<file path="src/rtl/serial_add_pkg.sv">
// Shared types and defaults for the bit-serial adder controller.
package serial_add_pkg;

  localparam int SA_WIDTH_DEFAULT = 8;

  typedef enum logic [1:0] {
    IDLE = 2'd0,
    RUN  = 2'd1,
    DONE = 2'd2
  } state_t;

endpackage

</file>
<file path="src/rtl/half_adder.sv">
// One-bit half adder cell; purely combinational.
module half_adder (
  input  logic a_i,
  input  logic b_i,
  output logic s_o,
  output logic c_o
);

  assign s_o = a_i ^ b_i;
  assign c_o = a_i & b_i;

endmodule

</file>
<file path="src/rtl/serial_add_ctrl.sv">
// Bit-serial adder: one full-adder slice stepped over WIDTH cycles, done WIDTH cycles after accept.
// start is only honoured in IDLE; there is no queueing, so a requester must hold or re-assert it.
module serial_add_ctrl
  import serial_add_pkg::*;
#(
  parameter int WIDTH = SA_WIDTH_DEFAULT
) (
  input  logic             clk,
  input  logic             rst_n,
  input  logic             start,
  input  logic [WIDTH-1:0] a,
  input  logic [WIDTH-1:0] b,
  output logic             busy,
  output logic             done,
  output logic [WIDTH-1:0] sum,
  output logic             cout
);

  localparam int CW = (WIDTH > 1) ? $clog2(WIDTH) : 1;
  localparam logic [CW-1:0] CNT_LAST = CW'(WIDTH - 1);

  state_t           state_q, state_d;
  logic [WIDTH-1:0] a_sh_q, a_sh_d;
  logic [WIDTH-1:0] b_sh_q, b_sh_d;
  logic [WIDTH-1:0] sum_q, sum_d;
  logic [CW-1:0]    cnt_q, cnt_d;
  logic             carry_q, carry_d;
  logic             cout_q, cout_d;

  logic ha0_s, ha0_c, ha1_c, bit_s, bit_co;

  // Full-adder slice: two half adders, carries ORed.
  half_adder u_ha0 (
    .a_i (a_sh_q[0]),
    .b_i (b_sh_q[0]),
    .s_o (ha0_s),
    .c_o (ha0_c)
  );

  half_adder u_ha1 (
    .a_i (ha0_s),
    .b_i (carry_q),
    .s_o (bit_s),
    .c_o (ha1_c)
  );

  assign bit_co = ha0_c | ha1_c;

  always_ff @(posedge clk) begin
    if (!rst_n) begin
      state_q <= IDLE;
      a_sh_q  <= '0;
      b_sh_q  <= '0;
      sum_q   <= '0;
      cnt_q   <= '0;
      carry_q <= 1'b0;
      cout_q  <= 1'b0;
    end else begin
      state_q <= state_d;
      a_sh_q  <= a_sh_d;
      b_sh_q  <= b_sh_d;
      sum_q   <= sum_d;
      cnt_q   <= cnt_d;
      carry_q <= carry_d;
      cout_q  <= cout_d;
    end
  end

  always_comb begin
    state_d = state_q;
    a_sh_d  = a_sh_q;
    b_sh_d  = b_sh_q;
    sum_d   = sum_q;
    cnt_d   = cnt_q;
    carry_d = carry_q;
    cout_d  = cout_q;
    unique case (state_q)
      IDLE: begin
        if (start) begin
          state_d = RUN;
          a_sh_d  = a;
          b_sh_d  = b;
          sum_d   = '0;
          cnt_d   = '0;
          carry_d = 1'b0;
        end
      end
      RUN: begin
        // LSB first: each result bit enters at the top and walks down to its place.
        a_sh_d  = a_sh_q >> 1;
        b_sh_d  = b_sh_q >> 1;
        sum_d   = {bit_s, sum_q[WIDTH-1:1]};
        carry_d = bit_co;
        cnt_d   = cnt_q + CW'(1);
        if (cnt_q == CNT_LAST) begin
          state_d = DONE;
          cout_d  = bit_co;
        end
      end
      DONE: begin
        state_d = IDLE;
      end
      default: begin
        state_d = IDLE;
      end
    endcase
  end

  // Outputs decode straight from flops; no input reaches an output combinationally.
  assign busy = (state_q == RUN);
  assign done = (state_q == DONE);
  assign sum  = sum_q;
  assign cout = cout_q;

endmodule

</file>
<file path="config.mk">
export PLATFORM = sky130hd
export DESIGN_NAME = serial_add_ctrl
export DESIGN_NICKNAME = d
export VERILOG_FILES = /design/src/rtl/serial_add_pkg.sv /design/src/rtl/half_adder.sv /design/src/rtl/serial_add_ctrl.sv
export SDC_FILE = /design/constraint.sdc
export NUM_CORES = 1
export LEC_CHECK = 0
export CORE_MARGIN = 2
export CORE_UTILIZATION = 44
export CTS_CLUSTER_DIAMETER = 200
export CTS_CLUSTER_SIZE = 25
export DETAILED_ROUTE_END_ITERATION = 7
export GPL_TIMING_DRIVEN = 0
export PLACE_DENSITY = 0.73
export RECOVER_POWER = 25
export SYNTH_ARGS = -nofsm -noshare
export SYNTH_HDL_FRONTEND = slang
export SYNTH_SLANG_ARGS = --single-unit
</file>
<file path="constraint.sdc">
create_clock -name clk -period 1.3 [get_ports clk]
set_input_delay 0.13 -clock clk [delete_from_list [all_inputs] [get_ports clk]]
set_output_delay 0.13 -clock clk [all_outputs]
set_load 0.05 [all_outputs]
</file>
==> results of run 1 <==
==> cell type report <==
cell class,count,area share
multi-input combinational,88,0.3521
sequential,31,0.3446
inverter,7,0.01719
tap,31,0.02132
timing repair buffer,34,0.1878
clock buffer,8,0.03783
buffer,8,0.03920
==> power by group through the flow <==
stage / clock, mW / combinational (mW) / sequential [mW]
2_1_floorplan: 0 / 0.187 / 1.05
3_3_place_gp: 0 / 0.287 / 1.05
3_5_place_dp: 0 / 0.300 / 1.05
4_1_cts: 0.652 / 0.329 / 1.03
5_1_grt: 0.686 / 0.362 / 1.04
6_report: 0.628 / 0.330 / 1.03
==> metal layers <==
metal,vias up,routed length (um),GRT usage
met5,-,0,0
met4,0,42,0.09416
met3,5,94,0.04615
met2,17,1471,0.3222
met1,544,1336,0.2387
li1,574,-,-
==> Yosys cell counts (3+ instances only) <==
cell,instances,area share
o21ai_0,6,0.023
nor2_1,24,0.068
a22oi_1,8,0.045
o221ai_1,3,0.020
dfxtp_1,31,0.47
a21oi_1,8,0.030
a211oi_1,11,0.063
buf_4,4,0.023
mux2i_1,10,0.076
inv_1,6,0.017
buf_6,3,0.026
==> tightest hold or removal path, cell delays in order <==
cell	delay, ps
clkdlybuf4s50_1	400
nand4_1	90
a21oi_1	60
==> registers in the layout, indices dropped and copies added (netlist names) <==
signal / flops
a_sh_q: 8
cnt_q: 3
state_q: 2
sum: 8
cout: 1
carry_q: 1
b_sh_q: 8
==> through the flow <==
stage / power, mW / setup WS [ps]
detailed placement: 1.353 / -534.9
floorplan: 1.239 / 107.5
global placement: 1.337 / -495.9
finish: 1.992 / 34.52
global route: 2.090 / -15.55
CTS: 2.011 / -53.70
==> timing repair <==
action,in CTS,in global routing
endpoints found under the setup margin,17,25
gates resized for setup,53,11
gates cloned,0,0
buffers inserted,5,0
pin swaps,0,1
==> cell families after synthesis <==
family          count (synthesis)  share of synthesized area
simple gates                   31                     0.1052
mux                            10                    0.07583
flops                          31                     0.4701
compound gates                 44                     0.2351
buf+inv                        17                    0.07962
fa+ha+maj                       3                    0.03412
==> path summary, 6_finish.rpt <==
kind,slack (ps),endpoint,start,depth (start not counted)
worst min-delay path,390,a_sh_q[7],a[7],3
worst max register to register,60,b_sh_q[0],state_q[1],5
worst min register to register,480,cnt_q[0],cnt_q[0],1
worst max-delay path,30,busy,state_q[1],4
==> impl_metrics.tcl, run 1 <==
set metrics [dict create \
    clock_latency_ps 330 \
    irDropWorstVdd_mv 0.8095 \
    synth_edf_count 0 \
    slew-limit-headroom 0.7838 \
    power_density_mw_per_mm2 1095 \
    cts_buffer_depth 2 \
    seq_area_um2 626.9 \
    clock-sinks 31 \
    maxCapViolations 0 \
    comb_power_share 0.166 \
    drc_errors 0 \
    worstHoldPathType "primary input to flop" \
    cpLargestDelayFamily "flip-flops" \
    vias 1140 \
    clock-root-buffer "clkbuf_4" \
    finalCritPeriodShare 0.9734 \
    synth_fp_nets 158 \
    dp_cells 196 \
    overflow 0 \
    drtIter0Drc 28 \
    antenna_found_initial 0 \
    row_count 19 \
    fin_nets 197 \
    finalInstanceArea_mm2 0.001819 \
    cpMostUsedCell "buf_8" \
    final_layout_size_suffix_gt1_frac 0.2500 \
    n_antenna_cell 0 \
    cp_data_arrival_time_ps 1140 \
    final_util 0.6485 \
    grt_pass1_vias 1196 \
    crit_slowest_cell "dfxtp_4" \
    worstPathMaxFanout 5 \
    gp_congestion 0.7095 \
    start_util 0.4706 \
    worst_path_largest_cell_delay_ps 370 \
    syn_area_mm2 0.001320 \
    whs_ps 392.6 \
    syn_area_per_cell_um2 9.706 \
    htreeDepth 2 \
    dp.final_hpwl_mm 2.128 \
    placed_area_mm2 0.001652 \
    multi_input_area_um2 640.6 \
    grt_pass1_wl_mm 5.140 \
    finalSetupTns_ps 0 \
    fin_skew_ps 9.702 \
    nFillCells 236 \
    wl_per_cell_um 14.23 \
    die_x_um 58.77 \
    layoutNonFillerInstCount 207 \
    p_int_mw 1.487 \
    worst-path-buf-inv 3 \
    die_h_um 58.77 \
    cts_tree "built" \
    wirelength_mm 2.945 \
    crit_type "flop to primary output" \
    area_delta_synth_final_pct 37.82 \
    grt_usage 0.1954 \
    drt-vias-per-instance 5.507 \
    start_kind "flop" \
    clk_pin_slew_ps 100 \
    period_needed_ps 1265 \
    async_flop_share 0 \
    layout_common_cells "28 x dfxtp_1, 23 x nor2_1, 18 x clkdlybuf4s50_1" \
    cts_hold_buf 0 \
    outcome "complete, no violations" \
    numCtsBuffers 5 \
    core_area_mm2 0.002805 \
    seq_power_share 0.519 \
    swShare 0.2536 \
    rsz0062_at_grt "yes" \
    critPathCaptureType "primary output" \
    switching_power_mw 0.5052 \
    portBuffers 29 \
    seq_area_frac_synth 0.4701 \
    synth_flop_cell "dfxtp_1" \
    crit_required_ps 1170 \
    synth.distinct_cells 27 \
    ant_nets 0 \
    power_frac_clock 0.315 \
    crit_chain "nand2b_4, inv_6, buf_8, buf_8" \
    ys_ff_latch 31 \
    yosysWarnings 0 \
    io_pins 30 \
    drv_slew 0 \
    hold_viol 0 \
    syn_inst 136 \
    drtPass1Iterations 4 \
    fmax_mhz 790.2 \
    grt_start_max_net_pins 11 \
    layout_commonest_cell "dfxtp_1" \
    dieArea_mm2 0.003454 \
    leakage_nw 0.7022 \
    worst_slew_pin_slew_ps 324.3 \
    setup_viol 0 \
]
No activity file was read; power rests on OpenSTA's default activity.
==> run 2, diff against run 1 <==
--- a/config.mk
+++ b/config.mk
@@ -6,12 +6,12 @@
 export NUM_CORES = 1
 export LEC_CHECK = 0
 export CORE_MARGIN = 2
-export CORE_UTILIZATION = 44
+export CORE_UTILIZATION = 48
 export CTS_CLUSTER_DIAMETER = 200
 export CTS_CLUSTER_SIZE = 25
 export DETAILED_ROUTE_END_ITERATION = 7
 export GPL_TIMING_DRIVEN = 0
-export PLACE_DENSITY = 0.73
+export PLACE_DENSITY = 0.76
 export RECOVER_POWER = 25
 export SYNTH_ARGS = -nofsm -noshare
 export SYNTH_HDL_FRONTEND = slang
==> constraint.sdc (replaced) <==
create_clock -name clk -period 1.2 [get_ports clk]
set_input_delay 0.12 -clock clk [delete_from_list [all_inputs] [get_ports clk]]
set_output_delay 0.12 -clock clk [all_outputs]
set_load 0.05 [all_outputs]
==> impl_metrics.tcl, run 2 (synthesis results as in run 1) <==
set metrics [dict create \
    outcome "finished, violations left" \
    setup_viol 25 \
    cpLargestDelayFamily "buffers and inverters" \
    worst-path-buf-inv 3 \
    layout_common_cells "25 x dfxtp_1, 18 x nor2_1, 17 x clkdlybuf4s50_1" \
    cp_data_arrival_time_ps 1180 \
    wirelength_mm 3.584 \
    start_util 0.4914 \
    cts_tree "built" \
    layout_commonest_cell "dfxtp_1" \
    row_count 19 \
    ant_nets 0 \
    leakage_nw 0.7994 \
    grt_usage 0.2162 \
    final_layout_size_suffix_gt1_frac 0.4462 \
    fin_skew_ps 5.679 \
    drc_errors 0 \
    maxCapViolations 0 \
    cts_buffer_depth 2 \
    crit_type "flop to primary output" \
    core_area_mm2 0.002686 \
    worstPathMaxFanout 10 \
    hold_viol 0 \
    period_needed_ps 1298 \
    worst_path_largest_cell_delay_ps 330 \
    drt-vias-per-instance 5.760 \
    clk_pin_slew_ps 90 \
    final_util 0.7378 \
    start_kind "flop" \
    finalInstanceArea_mm2 0.001982 \
    clock_latency_ps 330 \
    portBuffers 29 \
    overflow 0 \
    io_pins 30 \
    grt_start_max_net_pins 11 \
    dp_cells 196 \
    die_x_um 56.44 \
    clock-sinks 31 \
    die_h_um 56.44 \
    rrSetupSlack_ps -80 \
    drtIter0Drc 43 \
    gp_congestion 0.7434 \
    crit_chain "buf_6, buf_8, nor2_4, buf_8" \
    power_density_mw_per_mm2 1085 \
    wl_per_cell_um 16.52 \
    layoutNonFillerInstCount 217 \
    clock-root-buffer "clkbuf_4" \
    antenna_found_initial 0 \
    drv_slew 0 \
    vias 1250 \
    rsz0062_at_grt "yes" \
    n_antenna_cell 0 \
    worst_slew_pin_slew_ps 315.9 \
    post-place-ws_ps -624.1 \
    finalCritPeriodShare 1.082 \
    fin_nets 207 \
    area_delta_synth_final_pct 50.14 \
    cpMostUsedCell "buf_8" \
    irDropWorstVdd_mv 0.7725 \
    crit_slowest_cell "dfxtp_2" \
    dieArea_mm2 0.003185 \
    grt_pass1_vias 1153 \
    placed_area_mm2 0.001652 \
    crit_required_ps 1080 \
    slew-limit-headroom 0.7891 \
    failed_checks "negative setup slack" \
    fmax_mhz 770.4 \
    dp.final_hpwl_mm 2.065 \
    timing.final.ws_setup_ps -97.96 \
    numCtsBuffers 5 \
    htreeDepth 2 \
    worstHoldPathType "primary input to flop" \
    critPathCaptureType "primary output" \
    grt_pass1_wl_mm 5.278 \
    drtPass1Iterations 4 \
]
run 2: final cells by class:
cell class | instances | area [um2]
plain buffers | 9 | 97.59
clock buffers | 7 | 45.04
clock inverters | 1 | 5.005
fillers | 199 | 704.4
inverters | 7 | 35.03
multi-input cells | 88 | 743.2
flip-flops and latches | 31 | 630.6
well taps | 31 | 38.79
repair buffers | 43 | 386.6
run 2: timing repair:
| item | in CTS | in global routing |
|---|---|---|
| setup endpoints to repair | 23 | 34 |
| pin swaps | 15 | 4 |
| setup buffers | 8 | 4 |
| hold endpoints to repair | 0 | 0 |
| hold buffers | 0 | 0 |
| gates resized for setup | 88 | 42 |
| gates cloned | 2 | 0 |
run 2: tightest hold or removal path: stages:
cell,delay (ps)
dlymetal6s2s_1,220
o21ai_2,90
a21oi_1,50
run 2: metal layers:
metal | part of all wire | wire, um | vias to the layer above | GRT usage
met2 | 0.53 | 1902 | 38 | 0.3704
met1 | 0.40 | 1435 | 613 | 0.2537
met5 | 0 | 0 | - | 0
li1 | - | - | 591 | -
met4 | 0.018 | 66 | 0 | 0.08844
met3 | 0.050 | 179 | 8 | 0.05760
run 2: final timing paths:
check        startpoint        end  depth (start not counted)
min               rst_n  a_sh_q[6]                          3
min reg2reg    cnt_q[0]   cnt_q[0]                          1
max reg2reg   b_sh_q[0]     sum[7]                          4
max          state_q[0]       done                          4
run 2: report_power, final:
group	internal [mW]	switching [mW]
registers	1.08	0.0421
logic	0.230	0.220
clock network	0.228	0.346
run 2: stage by stage:
stage          hold slack, ps  power (mW)  TNS, ps
6_report                179.4       2.150   -875.9
5_1_grt                 183.0       2.239    -2093
4_1_cts                 366.9       2.061    -1254
3_5_place_dp            471.3       1.461    -8974
3_3_place_gp            459.3       1.449    -8241
2_1_floorplan           257.7       1.342        0
==> run 3, diff against run 2 <==
--- a/config.mk
+++ b/config.mk
@@ -11,6 +11,7 @@
 export CTS_CLUSTER_SIZE = 25
 export DETAILED_ROUTE_END_ITERATION = 7
 export GPL_TIMING_DRIVEN = 0
+export HOLD_SLACK_MARGIN = 0.03
 export PLACE_DENSITY = 0.76
 export RECOVER_POWER = 25
 export SYNTH_ARGS = -nofsm -noshare
==> results of run 3 <==
Same layout as run 2: the final DEF is identical, and so are final timing and power.
